## src/rtl/pipeline_if.sv

```systemverilog
// Instruction-fetch stage: PC register, imem request/response handshake, 2-entry fetch buffer.
// Optional feature macro IF_ALIGN_CHECK_EN: misaligned redirect targets halt fetch and emit one marked nop.
module pipeline_if #(
  parameter logic [31:0] RESET_PC = 32'h0000_0000
) (
  input  logic        clk,
  input  logic        resetn,
  input  logic        redirection_e_i,
  input  logic [31:0] redirection_pc_e_i,
  input  logic        taken_d_i,
  input  logic [31:0] prediction_pc_d_i,
  input  logic        stall_i,
  output logic        imem_req_o,
  output logic [31:0] imem_addr_o,
  input  logic        imem_gnt_i,
  input  logic        imem_rvalid_i,
  input  logic [31:0] imem_rdata_i,
  output logic        valid_f_o,
  output logic [31:0] instr_f_o,
  output logic [31:0] pc_f_o,
  output logic [31:0] pc_plus4_f_o,
  output logic        instr_misaligned_f_o
);
  localparam logic [31:0] NOP = 32'h0000_0013;

  typedef enum logic [1:0] {AL_RUN, AL_PEND, AL_HALT} align_e;

  typedef struct packed {
    logic [31:0] pc;
    logic [31:0] instr;
  } fetch_t;

  typedef struct packed {
    logic        valid;
    logic [31:0] instr;
    logic [31:0] pc;
    logic [31:0] pc4;
    logic        mis;
  } out_t;

  logic [31:0] pc_q, pc_d;
  logic [1:0]  inflight_q, inflight_d;
  logic [1:0]  discard_q, discard_d;
  logic [1:0]  tag_cnt_q, tag_cnt_d;
  logic [31:0] tag_q [2];
  logic [31:0] tag_d [2];
  logic [1:0]  fifo_cnt_q, fifo_cnt_d;
  fetch_t      fifo_q [2];
  fetch_t      fifo_d [2];
  out_t        out_q, out_d;
  align_e      align_q, align_d;

  logic        redirect, halted, credit_ok, accept, keep, pop;
  logic [31:0] target_raw, target;
  logic        target_mis;
  fetch_t      rsp;

  assign redirect   = redirection_e_i | taken_d_i;
  assign target_raw = redirection_e_i ? redirection_pc_e_i : prediction_pc_d_i;
`ifdef IF_ALIGN_CHECK_EN
  assign target     = target_raw;
  assign target_mis = |target_raw[1:0];
`else
  assign target     = target_raw & ~32'h3;
  assign target_mis = 1'b0;
`endif

  // Stale in-flight fetches still occupy credit until their responses drain.
  assign credit_ok   = ({1'b0, inflight_q} + {1'b0, fifo_cnt_q}) < 3'd2;
  assign halted      = (align_q != AL_RUN);
  assign imem_req_o  = resetn & ~redirect & ~halted & credit_ok;
  assign imem_addr_o = pc_q;
  assign accept      = imem_req_o & imem_gnt_i;
  assign keep        = imem_rvalid_i & (discard_q == 2'd0) & ~redirect;
  assign rsp         = '{pc: tag_q[0], instr: imem_rdata_i};

  function automatic out_t present(input fetch_t f, input logic mis);
    out_t o;
    o.valid = 1'b1;
    o.instr = f.instr;
    o.pc    = f.pc;
    o.pc4   = f.pc + 32'd4;
    o.mis   = mis;
    return o;
  endfunction

  // NOTE: every always_comb output gets a default first, so no path can infer a latch.
  always_comb begin
    pc_d       = pc_q;
    inflight_d = inflight_q + {1'b0, accept} - {1'b0, imem_rvalid_i};
    discard_d  = discard_q;
    tag_cnt_d  = tag_cnt_q;
    tag_d      = tag_q;
    fifo_cnt_d = fifo_cnt_q;
    fifo_d     = fifo_q;
    out_d      = out_q;
    align_d    = align_q;
    pop        = 1'b0;

    if (redirect)    pc_d = target;
    else if (accept) pc_d = pc_q + 32'd4;

    if (redirect)                                    discard_d = inflight_q - {1'b0, imem_rvalid_i};
    else if (imem_rvalid_i && discard_q != 2'd0)     discard_d = discard_q - 2'd1;

    // Tags of discarded fetches are dropped wholesale at the redirect.
    if (redirect) begin
      tag_cnt_d = '0;
    end else begin
      if (keep) begin
        tag_d[0]  = tag_q[1];
        tag_cnt_d = tag_cnt_q - 2'd1;
      end
      if (accept) begin
        tag_d[tag_cnt_d[0]] = pc_q;
        tag_cnt_d           = tag_cnt_d + 2'd1;
      end
    end

    if (redirect) begin
      fifo_cnt_d  = '0;
      out_d.valid = 1'b0;
      out_d.mis   = 1'b0;
      align_d     = target_mis ? AL_PEND : AL_RUN;
    end else begin
      if (!stall_i) begin
        if (fifo_cnt_q != 2'd0) begin
          out_d = present(fifo_q[0], 1'b0);
          pop   = 1'b1;
        end else if (keep) begin
          out_d = present(rsp, 1'b0);
        end else if (align_q == AL_PEND && inflight_q == 2'd0) begin
          out_d   = present('{pc: pc_q, instr: NOP}, 1'b1);
          align_d = AL_HALT;
        end else begin
          out_d.valid = 1'b0;
          out_d.mis   = 1'b0;
        end
      end
      if (pop) begin
        fifo_d[0]  = fifo_q[1];
        fifo_cnt_d = fifo_cnt_q - 2'd1;
      end
      if (keep && (stall_i || fifo_cnt_q != 2'd0)) begin
        fifo_d[fifo_cnt_d[0]] = rsp;
        fifo_cnt_d            = fifo_cnt_d + 2'd1;
      end
    end
  end

  // NOTE: state uses non-blocking assignments so all flops update from the same pre-edge values.
  always_ff @(posedge clk or negedge resetn) begin
    if (!resetn) begin
      pc_q       <= RESET_PC;
      inflight_q <= '0;
      discard_q  <= '0;
      tag_cnt_q  <= '0;
      fifo_cnt_q <= '0;
      // NOTE: the tiny tag/fifo arrays are reset as well, keeping X off the outputs after reset.
      tag_q      <= '{default: '0};
      fifo_q     <= '{default: '0};
      out_q      <= '0;
      align_q    <= AL_RUN;
    end else begin
      pc_q       <= pc_d;
      inflight_q <= inflight_d;
      discard_q  <= discard_d;
      tag_cnt_q  <= tag_cnt_d;
      fifo_cnt_q <= fifo_cnt_d;
      tag_q      <= tag_d;
      fifo_q     <= fifo_d;
      out_q      <= out_d;
      align_q    <= align_d;
    end
  end

  assign valid_f_o            = out_q.valid;
  assign instr_f_o            = out_q.instr;
  assign pc_f_o               = out_q.pc;
  assign pc_plus4_f_o         = out_q.pc4;
  assign instr_misaligned_f_o = out_q.mis;
endmodule

```

## config.mk

```make
export PLATFORM = sky130hd
export DESIGN_NAME = pipeline_if
export DESIGN_NICKNAME = d
export VERILOG_FILES = /design/src/rtl/pipeline_if.sv
export SDC_FILE = /design/constraint.sdc
export NUM_CORES = 1
export LEC_CHECK = 0
export ABC_AREA = 1
export BUFFER_PORTS_ARGS = -buffer_cell sky130_fd_sc_hd__buf_2
export CORE_MARGIN = 2
export CORE_UTILIZATION = 25
export CTS_CLUSTER_SIZE = 8
export DETAILED_ROUTE_END_ITERATION = 12
export HOLD_SLACK_MARGIN = 0.05
export RECOVER_POWER = 50
export SYNTH_ARGS = -nofsm -noshare
export SYNTH_HDL_FRONTEND = slang
export SYNTH_SLANG_ARGS = --single-unit
```

## constraint.sdc

```tcl
create_clock -name clk -period 3.7 [get_ports clk]
set_clock_uncertainty 0.15 [all_clocks]
set_input_delay 1.11 -clock clk [delete_from_list [all_inputs] [get_ports clk]]
set_output_delay 1.11 -clock clk [all_outputs]
set_load 0.01 [all_outputs]
```

== Yosys cells after proc, flatten, opt, wreduce, memory -nomap -nowiden ==
Index checks and enable logic that the tools add are counted.
Cells by class
  bitwise operators: 12
  add/subtract/negate cells: 12
  reduce and logical (&&, ||, !) cells: 19
  muxes and demuxes: 40
  equal/unequal tests: 4
  order comparisons: 5
Operator list (count)
  two-way mux 98 bit: 3
  two-way mux 64 bit: 4
  two-way mux 32 bit: 6
  bitwise mux 128 bit: 1
  two-way mux 128 bit: 1
  adder 32 x 3 -> 32 bit, second input constant: 3
  two-way mux 96 bit: 1
  bitwise mux 64 bit: 1
  demux 64 bit (select 1 bit): 1
  demux 32 bit (select 1 bit): 1
  two-way mux 2 bit: 15
  nonzero test 2 bit: 6
  AND 1 bit: 6
  two-way mux 1 bit: 6
  subtractor 2 x 1 -> 2 bit, second input constant: 3
  logical AND 1 bit: 5
  adder 2 x 1 -> 2 bit, second input constant: 2
  greater-or-equal comparator 2 bit, second input constant: 2
  logical NOT 2 bit: 2
  less-than comparator 2 x 1 -> 1 bit, second input constant: 2
  != test 2 x 1 -> 1 bit, second input constant: 2
  NOT 1 -> 2 bit: 2
  AND reduction 2 bit: 2
  AND reduction 4 bit: 1
  other kinds (11): 14
Word-level totals
  input port bits: 103
  logic and storage cells: 109
  flip-flop bits (word level): 332

== Depth between registers and ports, before layout ==
Gate-level depths: netlist of run 1.
  depth in word-level cells: 13
  mapped depth: 14
  mapped depth without buffers: 12

== Least setup slack after synthesis of run 1 ==
OpenSTA, ideal clock, no wires.
  kind: input to output
  start point: in redirection_e_i
  end point: out imem_req_o
  path buffers: 1
  slack: 876 ps
  arrival time: 1564 ps
  cell stages on the path: 4
  cells stage by stage: buf_6 nor2_4 inv_2 nor2_2
On the way
  word-level cells in the longest chain between the ends: 5
RTL lines
  start, declared: line 8  | input logic redirection_e_i,
  bitwise OR 1 bit: line 58  | assign redirect = redirection_e_i | taken_d_i;
  NOT 1 bit (no line)
  AND 1 bit (3 in a row): line 71  | assign imem_req_o = resetn & ~redirect & ~halted & credit_ok;
  end, declared: line 13  | output logic imem_req_o,
No other way between the ends.

== Final worst setup path of run 1 ==
  start point: reg fifo_cnt_q[0]
  end point: out imem_req_o
On the way
  word-level cells in the longest chain between the ends: 3
RTL lines
  start, declared: line 47  | logic [1:0] fifo_cnt_q, fifo_cnt_d;
  start signal, assigned: line 169  | fifo_cnt_q <= fifo_cnt_d;
  adder 2 x 2 -> 3 bit: line 69  | assign credit_ok = ({1'b0, inflight_q} + {1'b0, fifo_cnt_q}) < 3'd2;
  less-than comparator 3 x 2 -> 1 bit: line 69
  AND 1 bit: line 71
No other way between the ends.

==> results of run 1 <==
## synth_stat cells, types with 5 or more instances
| cell type | n | area share (%) |
|---|---|---|
| ha_1 | 8 | 0.56 |
| nor2_2 | 5 | 0.17 |
| nand4_1 | 8 | 0.28 |
| clkbuf_1 | 71 | 1.5 |
| dfrtp_1 | 323 | 45 |
| o21ai_0 | 236 | 6.6 |
| buf_1 | 14 | 0.29 |
| buf_2 | 36 | 1.0 |
| nor3_1 | 23 | 0.64 |
| nand2_2 | 5 | 0.17 |
| a21oi_1 | 142 | 4.0 |
| nand3_1 | 145 | 4.0 |
| o22ai_1 | 35 | 1.2 |
| buf_6 | 15 | 0.94 |
| xor2_1 | 31 | 1.5 |
| mux2i_1 | 8 | 0.45 |
| buf_4 | 16 | 0.67 |
| a31oi_1 | 31 | 1.1 |
| o221ai_1 | 5 | 0.24 |
| nor2_1 | 250 | 5.2 |
| nand2_1 | 591 | 12 |
| o21ai_1 | 9 | 0.25 |
| inv_1 | 168 | 3.5 |
| o211ai_2 | 51 | 3.6 |
| o211ai_1 | 82 | 3.4 |
| inv_2 | 5 | 0.10 |
## flip-flops by register name, summed over array words and instances (netlist names)
signal        cells
pc_f_o           32
imem_addr_o      30
tag_q            30
discard_q         2
tag_cnt_q         1
align_q           1
pc_plus4_f_o     30
instr_f_o        32
fifo_q          128
rsp              32
inflight_q        2
valid_f_o         1
fifo_cnt_q        2
## power breakdown
| part | internal, mW | leakage [nW] | switching [mW] | total, mW |
|---|---|---|---|---|
| clock | 2.21 | 0.600 | 1.62 | 3.83 |
| sequential | 4.45 | 4.20 | 1.01 | 5.46 |
| combinational | 1.18 | 4.42 | 2.09 | 3.27 |
## worst paths after layout
kind | from | endpoint | slack (ps) | cells past startpoint
max in group asynchronous | resetn | pc_f_o[30] | 620 | 3
min in group asynchronous | resetn | tag_q[15] | 1040 | 2
setup reg to reg | fifo_cnt_q[0] | rsp[54] | 570 | 11
hold reg to reg | fifo_q[14] | fifo_q[14] | 330 | 2
setup / recovery | fifo_cnt_q[0] | imem_req_o | 280 | 7
hold / removal | fifo_q[14] | fifo_q[14] | 330 | 2
## metal layers
layer | wire length, um | share of wire (%) | global-route usage (%)
met4 | 1410 | 2.2 | 4.237
met2 | 26990 | 43 | 25.05
met3 | 4627 | 7.3 | 2.778
met1 | 30250 | 48 | 25.45
met5 | 0 | 0 | 0
## through the flow
stage / setup WS (ps) / hold WS, ps / std cells / util, %
after detailed placement: 305.0 / 313.7 / 3398 / 27.94
after global placement: 329.5 / 311.5 / 3398 / 27.94
final: 281.7 / 325.3 / 3450 / 29.39
after floorplan: 876.3 / 299.2 / 2337 / -
after global routing: 191.3 / 346.3 / 3450 / 29.39
after CTS: 271.2 / 327.5 / 3450 / 29.65
## layout make-up
| type | instances | area [um2] |
|---|---|---|
| Tap cell | 950 | 1189 |
| Sequential cell | 323 | 8083 |
| Timing Repair Buffer | 264 | 1366 |
| Clock buffer | 48 | 1159 |
| Multi-Input combinational cell | 1688 | 8431 |
| Fill cell | 7734 | 50300 |
| Inverter | 173 | 651.9 |
| Clock inverter | 4 | 61.31 |
## cells by family (layout without fill, tap and decap cells)
family | Yosys count | count (layout)
and+or+nand+nor | 1036 | 1036
DFF | 323 | 323
muxes | 8 | 8
buffers and inverters | 326 | 489
adders and majority gates | 9 | 9
other | 1 | 3
AOI/OAI and AO/OA | 598 | 598
xor gates and xnor gates | 34 | 34
## worst max-delay path, stage by stage (launching register included)
cell	delay (ps)
dfrtp_1	460
nand2_1	90
inv_1	50
fa_1	440
nor2_1	150
nand3_1	120
nor2_2	120
buf_2	150
==> impl_metrics.env, run 1 <==
export IMPL_avgViaCountPerCell=4.909
export IMPL_worst_pin_slew_ps=1866
export IMPL_synth_edf_count=0
export IMPL_gp_congestion=0.8602
export IMPL_crit_type="reg -> out"
export IMPL_status="finished, violations left"
export IMPL_violations="capacitance limit, slew limit"
export IMPL_post_cts_setup_buffers=0
export IMPL_cp_start_kind="flop"
export IMPL_synth_xor_area_share_pct=1.662
export IMPL_crit_arrival_ps=2160
export IMPL_dr_total_vias=16936
export IMPL_crit_required_ps=2440
export IMPL_wl_per_cell_um=18.34
export IMPL_layout_common_cells="nand2_1, dfrtp_1, nor2_1"
export IMPL_slew_violations=109
export IMPL_synth_top_family_by_area="simple AND/OR/NAND/NOR gates"
export IMPL_yosys_most_used_dff="dfrtp_1"
export IMPL_path_max_fanout=2
export IMPL_crit_path_end_kind="primary output"
export IMPL_maxCapViolCount=2
export IMPL_antenna_found_initial=0
export IMPL_post_route_drc_count=0
export IMPL_setup_viol=0
export IMPL_fp_dieH_um=271.7
export IMPL_initial_core_util_pct=25.16
export IMPL_drt_iter0_markers=1724
export IMPL_layout_commonest_cell="nand2_1"
export IMPL_synthDistinctLibCells=41
export IMPL_synthCells=2335
export IMPL_core_area_mm2=0.07124
export IMPL_synth_simple_area_share_pct=23.33
export IMPL_async_flop_share_pct=100.0
export IMPL_drt_wl_total_mm=63.28
export IMPL_clock_sinks=323
export IMPL_root_buffer="clkbuf_16"
export IMPL_grt_pass1_wl_mm=97.83
export IMPL_cts_tree="built"
export IMPL_max_slew_margin_pct=-24.41
export IMPL_vdd_drop_max_mv=0.2921
export IMPL_fin_setup_tns_ps=0
export IMPL_dieArea_mm2=0.07384
export IMPL_cts_buffer_depth=3
export IMPL_io_pins=234
export IMPL_clk_pin_slew_ps=50
export IMPL_drive_above_1_share_pct=10.76
export IMPL_synth_warnings=0
export IMPL_dpl_cell_area_mm2=0.01991
export IMPL_synth_seq_area_share_pct=45.10
export IMPL_syn_to_final_growth_pct=16.85
export IMPL_cts_resized=0
export IMPL_synth_compound_area_share_pct=20.72
export IMPL_syn_area_per_cell_um2=7.675
export IMPL_clk_latency_ps=600
export IMPL_ant_nets=0
export IMPL_yosys_area_share_adder_pct=0.6703
export IMPL_grt_pass1_vias=15876
export IMPL_p_leak_nw=9.221
export IMPL_p_total_mw=12.56
export IMPL_synth_area_mux_share_pct=0.4468
export IMPL_synth_cell_area_mm2=0.01792
export IMPL_max_freq_mhz=292.5
export IMPL_min_period_ps=3418
export IMPL_dp_hpwl_mm=44.26
export IMPL_nNetsFinal=2608
export IMPL_row_count=98
export IMPL_powerDensity_mw_per_mm2=599.7
export IMPL_holdCritPathClass="reg -> reg"
export IMPL_hold_viol=0
export IMPL_ys_ff_latch=323
export IMPL_io_buffers=226
export IMPL_grt_ovfl_total=0
export IMPL_first_pass_iters=8
export IMPL_n_antenna_cell=0
export IMPL_period_share_pct=92.39
export IMPL_stdcell_area_mm2=0.02094
export IMPL_postCtsHoldBufs=0
export IMPL_numCtsBuffers=46
export IMPL_rsz0062_at_grt="false"
export IMPL_die_w_um=271.7
export IMPL_h_tree_depth=2
export IMPL_grt_max_degree=165
export IMPL_grtUsageTotal_pct=16.95
(Power assumes the default switching activity.)
==> run 2: changes to the inputs <==
==> constraint.sdc (replaced) <==
create_clock -name clk -period 3.3 [get_ports clk]
set_clock_uncertainty 0.15 [all_clocks]
set_input_delay 0.99 -clock clk [delete_from_list [all_inputs] [get_ports clk]]
set_output_delay 0.99 -clock clk [all_outputs]
set_load 0.01 [all_outputs]
==> impl_metrics.env, run 2 (synthesis results as in run 1) <==
export IMPL_status="finished, violations left"
export IMPL_violations="capacitance limit, slew limit"
export IMPL_clk_pin_slew_ps=50
export IMPL_vdd_drop_max_mv=0.3522
export IMPL_top_register="fifo_q"
export IMPL_layout_commonest_cell="nand2_1"
export IMPL_crit_required_ps=2160
export IMPL_post_cts_setup_buffers=0
export IMPL_layout_common_cells="nand2_1, dfrtp_1, nor2_1"
export IMPL_n_antenna_cell=0
export IMPL_setup_viol=0
export IMPL_drt_iter0_markers=1693
export IMPL_antenna_found_initial=0
export IMPL_clk_latency_ps=580
export IMPL_rsz0062_at_grt="false"
export IMPL_holdCritPathClass="reg -> reg"
export IMPL_wl_per_cell_um=18.29
export IMPL_h_tree_depth=2
export IMPL_row_count=98
export IMPL_min_period_ps=3215
export IMPL_nNetsFinal=2613
export IMPL_maxCapViolCount=4
export IMPL_power_net_switching_mw=5.262
export IMPL_max_slew_margin_pct=-25.29
export IMPL_hold_viol=0
export IMPL_dr_total_vias=16871
export IMPL_fin_setup_tns_ps=0
export IMPL_dieArea_mm2=0.07384
export IMPL_clock_sinks=323
export IMPL_core_area_mm2=0.07124
export IMPL_crit_path_end_kind="primary output"
export IMPL_max_freq_mhz=311.1
export IMPL_p_int_mw=9.007
export IMPL_drive_above_1_share_pct=13.47
export IMPL_grt_ovfl_total=0
export IMPL_grt_pass1_wl_mm=96.84
export IMPL_period_share_pct=97.42
export IMPL_fin_ws_ps=85.15
export IMPL_post_route_drc_count=0
export IMPL_grt_pass1_vias=15597
export IMPL_clockPowerShare_pct=30.9
export IMPL_swShare_pct=36.88
export IMPL_p_leak_nw=9.481
export IMPL_dp_hpwl_mm=44.36
export IMPL_cts_buffer_depth=3
export IMPL_path_max_fanout=2
export IMPL_first_pass_iters=6
export IMPL_die_w_um=271.7
export IMPL_gp_congestion=0.8730
export IMPL_pwr_share_comb_pct=26.5
export IMPL_io_buffers=226
export IMPL_io_pins=234
export IMPL_syn_to_final_growth_pct=18.03
export IMPL_largest_reg_flops=128
export IMPL_drt_wl_total_mm=63.28
export IMPL_crit_arrival_ps=2070
export IMPL_crit_type="reg -> out"
export IMPL_seqPwrFrac_pct=42.6
export IMPL_ant_nets=0
export IMPL_powerDensity_mw_per_mm2=674.6
export IMPL_cp_start_kind="flop"
export IMPL_fin_util_pct=29.69
export IMPL_grtUsageTotal_pct=16.85
export IMPL_slew_violations=389
export IMPL_root_buffer="clkbuf_16"
export IMPL_numCtsBuffers=47
export IMPL_place_ws_ps=204.5
export IMPL_fp_dieH_um=271.7
export IMPL_p_total_mw=14.27
export IMPL_avgViaCountPerCell=4.877
export IMPL_cts_tree="built"
export IMPL_initial_core_util_pct=25.16
export IMPL_worst_pin_slew_ps=1879
export IMPL_grt_max_degree=163
## run 2: final cells by class
class / count / area [um2]
fillers: 7726 / 50090
clock inverters: 4 / 35.03
inverters: 173 / 654.4
repair buffers: 268 / 1521
clock buffers: 53 / 1240
multi-input cells: 1688 / 8428
well taps: 950 / 1189
flip-flops and latches: 323 / 8084
## run 2: power by group through the flow
stage	Combinational (mW)	Sequential, mW	Clock [mW]
final	3.78	6.08	4.40
after global routing	4.26	6.23	4.67
after CTS	3.93	6.05	4.52
after detailed placement	3.90	6.10	0
after global placement	3.84	6.09	0
after floorplan	2.13	5.98	0
## run 2: metal layers
| metal | vias to the layer above | wire length, um | global-route usage (%) |
|---|---|---|---|
| li1 | 8136 | - | - |
| met1 | 7956 | 30090 | 25.46 |
| met2 | 684 | 26710 | 24.62 |
| met4 | 0 | 1545 | 4.439 |
| met3 | 95 | 4935 | 2.751 |
| met5 | - | 0 | 0 |
## run 2: path summary, 6_finish.rpt
kind                            slack, ps       startpoint  depth (start not counted)               to
worst max-delay path                   90    fifo_cnt_q[0]                          7       imem_req_o
worst min-delay path                  320  pc_plus4_f_o[8]                          2  pc_plus4_f_o[8]
worst max register to register        350    fifo_cnt_q[1]                          8    instr_f_o[22]
worst min register to register        320  pc_plus4_f_o[8]                          2  pc_plus4_f_o[8]
max in group asynchronous             410           resetn                          3        tag_q[24]
min in group asynchronous             630           resetn                          2   imem_addr_o[2]
## run 2: metrics by stage
step,instances,area (um2),hold WS [ps]
2_1_floorplan,2337,17930,299.2
3_3_place_gp,3401,19990,311.0
4_1_cts,3459,21280,329.4
5_1_grt,3459,21150,344.9
3_5_place_dp,3401,19990,315.6
6_report,3459,21150,324.4
## run 2: timing repair
action | 4_1_cts | 5_1_grt
gates resized for setup | 0 | 1
hold endpoints to repair | 1 | 0
setup endpoints to repair | 0 | 1
hold buffers | 1 | 0
## run 2: critical path: stages, from the launching register on
cell and delay (ps):
dfrtp_2 460, nand2_1 80, inv_1 50, fa_1 440, nor2_1 130, nand3_1 110, nor2_2 110, buf_2 140
